==> src/rtl/dctq_zz_rle.sv <==
// Ping-pong block buffer behind DCTQ: captures raster-order coefficients and
// re-emits each completed block as zigzag (run, level) symbols ending in EOB.
`timescale 1ns/1ps
module dctq_zz_rle #(
    parameter int CW   = 9,
    parameter int RUNW = 6
) (
    input  logic            clk,
    input  logic            reset,
    input  logic [CW-1:0]   dctq,
    input  logic            dctq_valid,
    input  logic [5:0]      addr,
    output logic            hold,
    output logic [RUNW-1:0] rle_run,
    output logic [CW-1:0]   rle_level,
    output logic            rle_eob,
    output logic            rle_valid,
    input  logic            rle_ready,
    output logic            blk_done,
    output logic            ovf
);
    typedef enum logic [1:0] {S_IDLE = 2'd0, S_DC = 2'd1, S_SCAN = 2'd2, S_EOB = 2'd3} state_t;
    typedef enum logic [1:0] {T_DC = 2'd0, T_AC = 2'd1, T_EOB = 2'd2} tok_t;

    function automatic logic [5:0] zz_raster(input logic [5:0] k);
        logic [5:0] z;
        case (k)
            6'd0:  z = 6'd0;  6'd1:  z = 6'd1;  6'd2:  z = 6'd8;  6'd3:  z = 6'd16;
            6'd4:  z = 6'd9;  6'd5:  z = 6'd2;  6'd6:  z = 6'd3;  6'd7:  z = 6'd10;
            6'd8:  z = 6'd17; 6'd9:  z = 6'd24; 6'd10: z = 6'd32; 6'd11: z = 6'd25;
            6'd12: z = 6'd18; 6'd13: z = 6'd11; 6'd14: z = 6'd4;  6'd15: z = 6'd5;
            6'd16: z = 6'd12; 6'd17: z = 6'd19; 6'd18: z = 6'd26; 6'd19: z = 6'd33;
            6'd20: z = 6'd40; 6'd21: z = 6'd48; 6'd22: z = 6'd41; 6'd23: z = 6'd34;
            6'd24: z = 6'd27; 6'd25: z = 6'd20; 6'd26: z = 6'd13; 6'd27: z = 6'd6;
            6'd28: z = 6'd7;  6'd29: z = 6'd14; 6'd30: z = 6'd21; 6'd31: z = 6'd28;
            6'd32: z = 6'd35; 6'd33: z = 6'd42; 6'd34: z = 6'd49; 6'd35: z = 6'd56;
            6'd36: z = 6'd57; 6'd37: z = 6'd50; 6'd38: z = 6'd43; 6'd39: z = 6'd36;
            6'd40: z = 6'd29; 6'd41: z = 6'd22; 6'd42: z = 6'd15; 6'd43: z = 6'd23;
            6'd44: z = 6'd30; 6'd45: z = 6'd37; 6'd46: z = 6'd44; 6'd47: z = 6'd51;
            6'd48: z = 6'd58; 6'd49: z = 6'd59; 6'd50: z = 6'd52; 6'd51: z = 6'd45;
            6'd52: z = 6'd38; 6'd53: z = 6'd31; 6'd54: z = 6'd39; 6'd55: z = 6'd46;
            6'd56: z = 6'd53; 6'd57: z = 6'd60; 6'd58: z = 6'd61; 6'd59: z = 6'd54;
            6'd60: z = 6'd47; 6'd61: z = 6'd55; 6'd62: z = 6'd62; 6'd63: z = 6'd63;
            default: z = 6'd0;
        endcase
        return z;
    endfunction

    logic [CW-1:0]   r_mem [0:127];
    logic [1:0]      r_full;
    logic            r_wbank, r_rbank;
    state_t          r_state;
    logic [5:0]      r_idx;
    logic            r_eob_issued;
    logic            r_b_vld;
    tok_t            r_b_tok;
    logic [CW-1:0]   r_b_data;
    logic [RUNW-1:0] r_run_cnt;
    logic            r_valid, r_eob, r_done, r_ovf;
    logic [RUNW-1:0] r_run;
    logic [CW-1:0]   r_level;

    state_t          w_state_nxt;
    logic            w_wr, w_release, w_stall, w_issue, w_load, w_neob;
    tok_t            w_tok;
    logic [5:0]      w_ridx;
    logic [RUNW-1:0] w_nrun;
    logic [CW-1:0]   w_nlevel;
    logic [1:0]      w_full_nxt;

    assign hold      = r_full[r_wbank];
    assign w_wr      = dctq_valid & ~hold;
    assign w_stall   = r_valid & ~rle_ready;
    assign w_release = r_valid & rle_ready & r_eob;

    assign rle_run   = r_run;
    assign rle_level = r_level;
    assign rle_eob   = r_eob;
    assign rle_valid = r_valid;
    assign blk_done  = r_done;
    assign ovf       = r_ovf;

    // Full flags: a completing write and a released read bank can land on the same edge
    always_comb begin
        w_full_nxt = r_full;
        if (w_release) w_full_nxt[r_rbank] = 1'b0;
        else           w_full_nxt = w_full_nxt;
        if (w_wr && addr == 6'd63) w_full_nxt[r_wbank] = 1'b1;
        else                       w_full_nxt = w_full_nxt;
    end

    // Buffer write port and 1-cycle synchronous read port (frozen while stalled)
    always_ff @(posedge clk) begin
        if (w_wr) r_mem[{r_wbank, addr}] <= dctq;
        if (!w_stall) r_b_data <= r_mem[{r_rbank, zz_raster(w_ridx)}];
    end

    // Bank bookkeeping and sticky overflow
    always_ff @(posedge clk or posedge reset) begin
        if (reset) begin
            r_full  <= 2'b00;
            r_wbank <= 1'b0;
            r_rbank <= 1'b0;
            r_ovf   <= 1'b0;
            r_done  <= 1'b0;
        end else begin
            r_full <= w_full_nxt;
            if (w_wr && addr == 6'd63) r_wbank <= ~r_wbank;
            if (w_release) r_rbank <= ~r_rbank;
            if (dctq_valid && hold) r_ovf <= 1'b1;
            r_done <= w_release;
        end
    end

    // Read FSM state register
    always_ff @(posedge clk or posedge reset) begin
        if (reset) r_state <= S_IDLE;
        else       r_state <= w_state_nxt;
    end

    // Read FSM next state
    always_comb begin
        w_state_nxt = r_state;
        case (r_state)
            S_IDLE: if (r_full[r_rbank]) w_state_nxt = S_DC; else w_state_nxt = S_IDLE;
            S_DC:   if (!w_stall) w_state_nxt = S_SCAN; else w_state_nxt = S_DC;
            S_SCAN: if (!w_stall && r_idx == 6'd63) w_state_nxt = S_EOB; else w_state_nxt = S_SCAN;
            S_EOB:  if (w_release) w_state_nxt = S_IDLE; else w_state_nxt = S_EOB;
            default: w_state_nxt = S_IDLE;
        endcase
    end

    // Read FSM outputs: which token enters the data stage this cycle
    always_comb begin
        w_issue = 1'b0;
        w_tok   = T_AC;
        w_ridx  = r_idx;
        case (r_state)
            S_IDLE: w_issue = 1'b0;
            S_DC:   begin w_issue = 1'b1; w_tok = T_DC; w_ridx = 6'd0; end
            S_SCAN: begin w_issue = 1'b1; w_tok = T_AC; end
            S_EOB:  begin w_issue = ~r_eob_issued; w_tok = T_EOB; end
            default: w_issue = 1'b0;
        endcase
    end

    // Symbol formation from the data stage; zero AC coefficients only grow the run
    always_comb begin
        w_load   = 1'b0;
        w_nrun   = '0;
        w_nlevel = '0;
        w_neob   = 1'b0;
        if (r_b_vld) begin
            case (r_b_tok)
                T_DC:  begin w_load = 1'b1; w_nlevel = r_b_data; end
                T_AC:  if (r_b_data != '0) begin
                           w_load = 1'b1; w_nrun = r_run_cnt; w_nlevel = r_b_data;
                       end else begin
                           w_load = 1'b0;
                       end
                T_EOB: begin w_load = 1'b1; w_neob = 1'b1; end
                default: w_load = 1'b0;
            endcase
        end else begin
            w_load = 1'b0;
        end
    end

    // Scan pipeline and output register; everything holds while the output is stalled
    always_ff @(posedge clk or posedge reset) begin
        if (reset) begin
            r_idx        <= 6'd0;
            r_eob_issued <= 1'b0;
            r_b_vld      <= 1'b0;
            r_b_tok      <= T_DC;
            r_run_cnt    <= '0;
            r_valid      <= 1'b0;
            r_run        <= '0;
            r_level      <= '0;
            r_eob        <= 1'b0;
        end else begin
            if (r_state != S_EOB) r_eob_issued <= 1'b0;
            else if (!w_stall)    r_eob_issued <= 1'b1;
            if (!w_stall) begin
                if (r_state == S_DC)        r_idx <= 6'd1;
                else if (r_state == S_SCAN) r_idx <= r_idx + 6'd1;
                r_b_vld <= w_issue;
                r_b_tok <= w_tok;
                if (r_b_vld) begin
                    if (r_b_tok == T_AC && r_b_data == '0) r_run_cnt <= r_run_cnt + RUNW'(1);
                    else                                    r_run_cnt <= '0;
                end
                r_valid <= w_load;
                if (w_load) begin
                    r_run   <= w_nrun;
                    r_level <= w_nlevel;
                    r_eob   <= w_neob;
                end
            end
        end
    end
endmodule

==> config.mk <==
export PLATFORM = sky130hd
export DESIGN_NAME = dctq_zz_rle
export DESIGN_NICKNAME = d
export VERILOG_FILES = /design/src/rtl/dctq_zz_rle.sv
export SDC_FILE = /design/constraint.sdc
export NUM_CORES = 2
export LEC_CHECK = 0
export BUFFER_PORTS_ARGS = -buffer_cell sky130_fd_sc_hd__buf_2
export CELL_PAD_IN_SITES_DETAIL_PLACEMENT = 1
export CELL_PAD_IN_SITES_GLOBAL_PLACEMENT = 1
export CORE_ASPECT_RATIO = 1.2
export CORE_MARGIN = 2
export CORE_UTILIZATION = 47
export DETAILED_ROUTE_END_ITERATION = 8
export PLACE_DENSITY_LB_ADDON = 0.2
export REMOVE_ABC_BUFFERS = 1
export SYNTH_ARGS = -nofsm -noshare
export SYNTH_HDL_FRONTEND = slang
export SYNTH_SLANG_ARGS = --single-unit
==> constraint.sdc <==
create_clock -name clk -period 4.8 [get_ports clk]
set_input_delay 0.96 -clock clk [delete_from_list [all_inputs] [get_ports clk]]
set_output_delay 0.96 -clock clk [all_outputs]
set_load 0.02 [all_outputs]
==> results.md <==
* Post-Place Worst Slack at -0.364 ns
* Num Clock Sinks at around 1200
* # IOs at 39
* IO Port Bufs at 38
* FF+latch count, synth at about 1200
* Synth-to-Final Area Change at 15.1%
* DRT Pass-1 Iters at 6
* WL per Instance at slightly above 30 µm
* Vias at 32791
* DP Area at approximately 53000 µm²
* Core Region at between 100000 and 150000 µm²
* Worst Tran Pin Value at approximately 1.3 ns
* Crit path launch type: register
* Setup violators final at 0
* Clock share of power at 0.223
* Via density at 6.38
* Synth top area share at 0.699
* CTS root buffer: clkbuf_16
* Cell family with most CP delay: compound AO/OA/AOI/OAI gates
* Final setup margin at between 0.09 and 0.1 ns
* Tcrit/Tclk final at 0.981
* Grt total ovfl at 0
* Syn Area/Cell at approximately 14 µm²
* Vias in the first global route at between 30000 and 40000
* F_max at 212 MHz
* Final WL at around 160000 µm
* Hold_ws at approximately 0.48 ns
* Power share of the sequential group at 0.266
* Largest net degree at the start of global routing at approximately 130
* Clk pin slew, worst setup/hold paths at about 0.070 ns
* PwrDens at roughly 780 nW/µm²
* Max-Slew Margin vs Limit at 0.149
* Starting density of the core at 0.475
* CTS tree: done
* Largest area contributor in the netlist: edfxtp_1
* CP endpoint kind: register
* Share of layout cells above drive strength 1 at 0.151
* Detail Route Antenna Nets at 0
* CP max-delay cell: o41ai_1
* GRT Resource Usage Total at 0.283
* Critical path peak fanout at 38
* Number of library cell types mapped by synthesis at roughly 90
* Largest cells by area after synthesis: edfxtp_1 (70%), nand2_1 (3.2%), and3_1 (3.0%), mux2i_1 (2.2%), a211oi_1 (2.1%)
* Sw Pwr at 19.3 mW
* Worst min path class: reg -> reg
* Die Area at between 100000 and 150000 µm²
* Largest stage delay, worst path at a little under 0.6 ns
* Final cell count without fillers at roughly 5000
* WP buf/inv at 6
* Combinational share of power at 0.511
* Placed cells at 4885
* Skew-Pair Late Insertion Delay at between 0.7 and 0.8 ns
* Crit Path Class: reg -> reg
* Worst path arrival time at ~5.2 ns
* Crit path required time at around 5.3 ns
* Ys Warns at 0
* Row Count at 130
* Final hold viol count at 0
* First-pass GRT wire length at 228000 µm
* RePlAce Congestion at 0.927
* CTS Buffer Depth at 3
* Synth async-reset ratio at 0.0341
* LEAKAGE at between 15 and 20 nW
* Max_cap viols at 0
* Final #Nets at 3686
* Cell Area, Synth at between 40000 and 50000 µm²
* Setup TNS at 0 ns
* Post-DP HPWL at between 90000 and 100000 µm
* Status: completed
* CTS buffer count at 118
* Post-synthesis sequential area ratio at 0.719
* Antenna diode count at 0
* Max-slew violations at 0
* Max VDD drop at between 500 and 600 µV
* DR DRC count at 0
* Post-layout util at 0.546
* Top cells by count, synth: edfxtp_1 (1161), nand2_1 (427), and3_1 (238)
* Die Ht at 361 µm
* Tmin final at between 4 and 5 ns
* Number of synthesized flops with an enable pin at between 1000 and 1500
* Number of DRC markers in iteration 0 at between 3000 and 4000
* Syn Inst Count at roughly 3500
* Top-count cell post-synth: edfxtp_1
* Worst-path cell chain: inv_1, ha_2, clkinv_1, nand2_1, inv_1, ha_2, or2_2, o2111ai_2, and2_4, nand2_8, buf_12, buf_12, buf_4, mux2i_1, o22ai_1, o41ai_1, o2bb2ai_1, nor4_2
* H-tree levels at 3
* Die W at 301 µm
* Hold buffers post-CTS at 0
* Overall power at between 40 and 50 mW
* Post-route cell area at approximately 57000 µm²
* Fin Clk Skew at 0.0194 ns
* Top_reg_cell synth: edfxtp_1
* Switching portion of total power at 0.428
* Antenna violations before repair at 4
* Internal Power at 25.7 mW
layer usage:
layer	track usage	wire length, µm
met1	0.385	64900
met5	0	0
met3	0.0376	10300
met4	0.113	6280
met2	0.462	78500
layout by cell type (no fill, tap or decap), drive strengths merged, types with 39 or more instances in the layout:
cell type / netlist / layout
nor2: 157 / 157
nor4: 39 / 39
clkbuf: 122 / 150
and3: 238 / 238
a2111oi: 100 / 100
dfrtp: 41 / 41
nand3: 92 / 92
o21bai: 42 / 42
mux2i: 109 / 109
a21oi: 176 / 176
a211oi: 138 / 138
clkinv: 2 / 52
o21ai: 86 / 86
nand2: 428 / 429
buf: 142 / 272
edfxtp: 1161 / 1161
flip-flops by register name, summed over array words and instances (netlist names), 2 cells and up:
| name | flops |
|---|---|
| rle_level | 9 |
| r_b_data | 9 |
| r_full | 2 |
| r_mem | 1152 |
| r_state | 2 |
| r_run_cnt | 6 |
| rle_run | 6 |
| r_b_tok | 2 |
| r_idx | 6 |
path summary, 6_finish.rpt:
| check | endpoint | slack, ns | cells past startpoint | start |
|---|---|---|---|---|
| setup / recovery | r_b_data[4] | 0.09 | 18 | r_state[1] |
| hold / removal | ovf | 0.48 | 1 | ovf |
| setup reg to reg | r_b_data[4] | 0.09 | 18 | r_state[1] |
| hold reg to reg | ovf | 0.48 | 1 | ovf |
| max in group asynchronous | ovf | 3.59 | 2 | reset |
| min in group asynchronous | r_idx[3] | 0.50 | 2 | reset |
layout make-up:
type                    instances  area (µm²)
well taps                    1386        1730
flip-flops and latches       1202       35900
multi-input cells            2023       12900
inverters                      23        86.3
repair buffers                282        2680
clock buffers                 140        3160
fillers                     10094       47700
clock inverters                83        1000
timing repair:
action | CTS | global route
setup buffers | 0 | 21
resized for setup | 16 | 37
pin swaps | 5 | 13
setup endpoints to repair | 6 | 9
cloned | 0 | 10
cells by family after synthesis:
group	synth area share
buffers and inverters	0.0275
AO/OA/AOI/OAI	0.121
XOR/XNOR	0.000351
AND/OR/NAND/NOR	0.106
flip-flops	0.719
multiplexers	0.0225
adder cells (fa/ha/maj)	0.00426
power by group through the flow:
stage | Sequential [mW] | Clock (mW) | Combinational, mW
after global placement | 12.2 | 0 | 20.6
after floorplan | 12.2 | 0 | 10.8
after CTS | 12.0 | 10.1 | 21.5
after detailed placement | 12.2 | 0 | 21.1
final | 12.0 | 10.0 | 23.0
after global routing | 12.0 | 10.5 | 24.1
No activity file was read; power rests on OpenSTA's default activity.
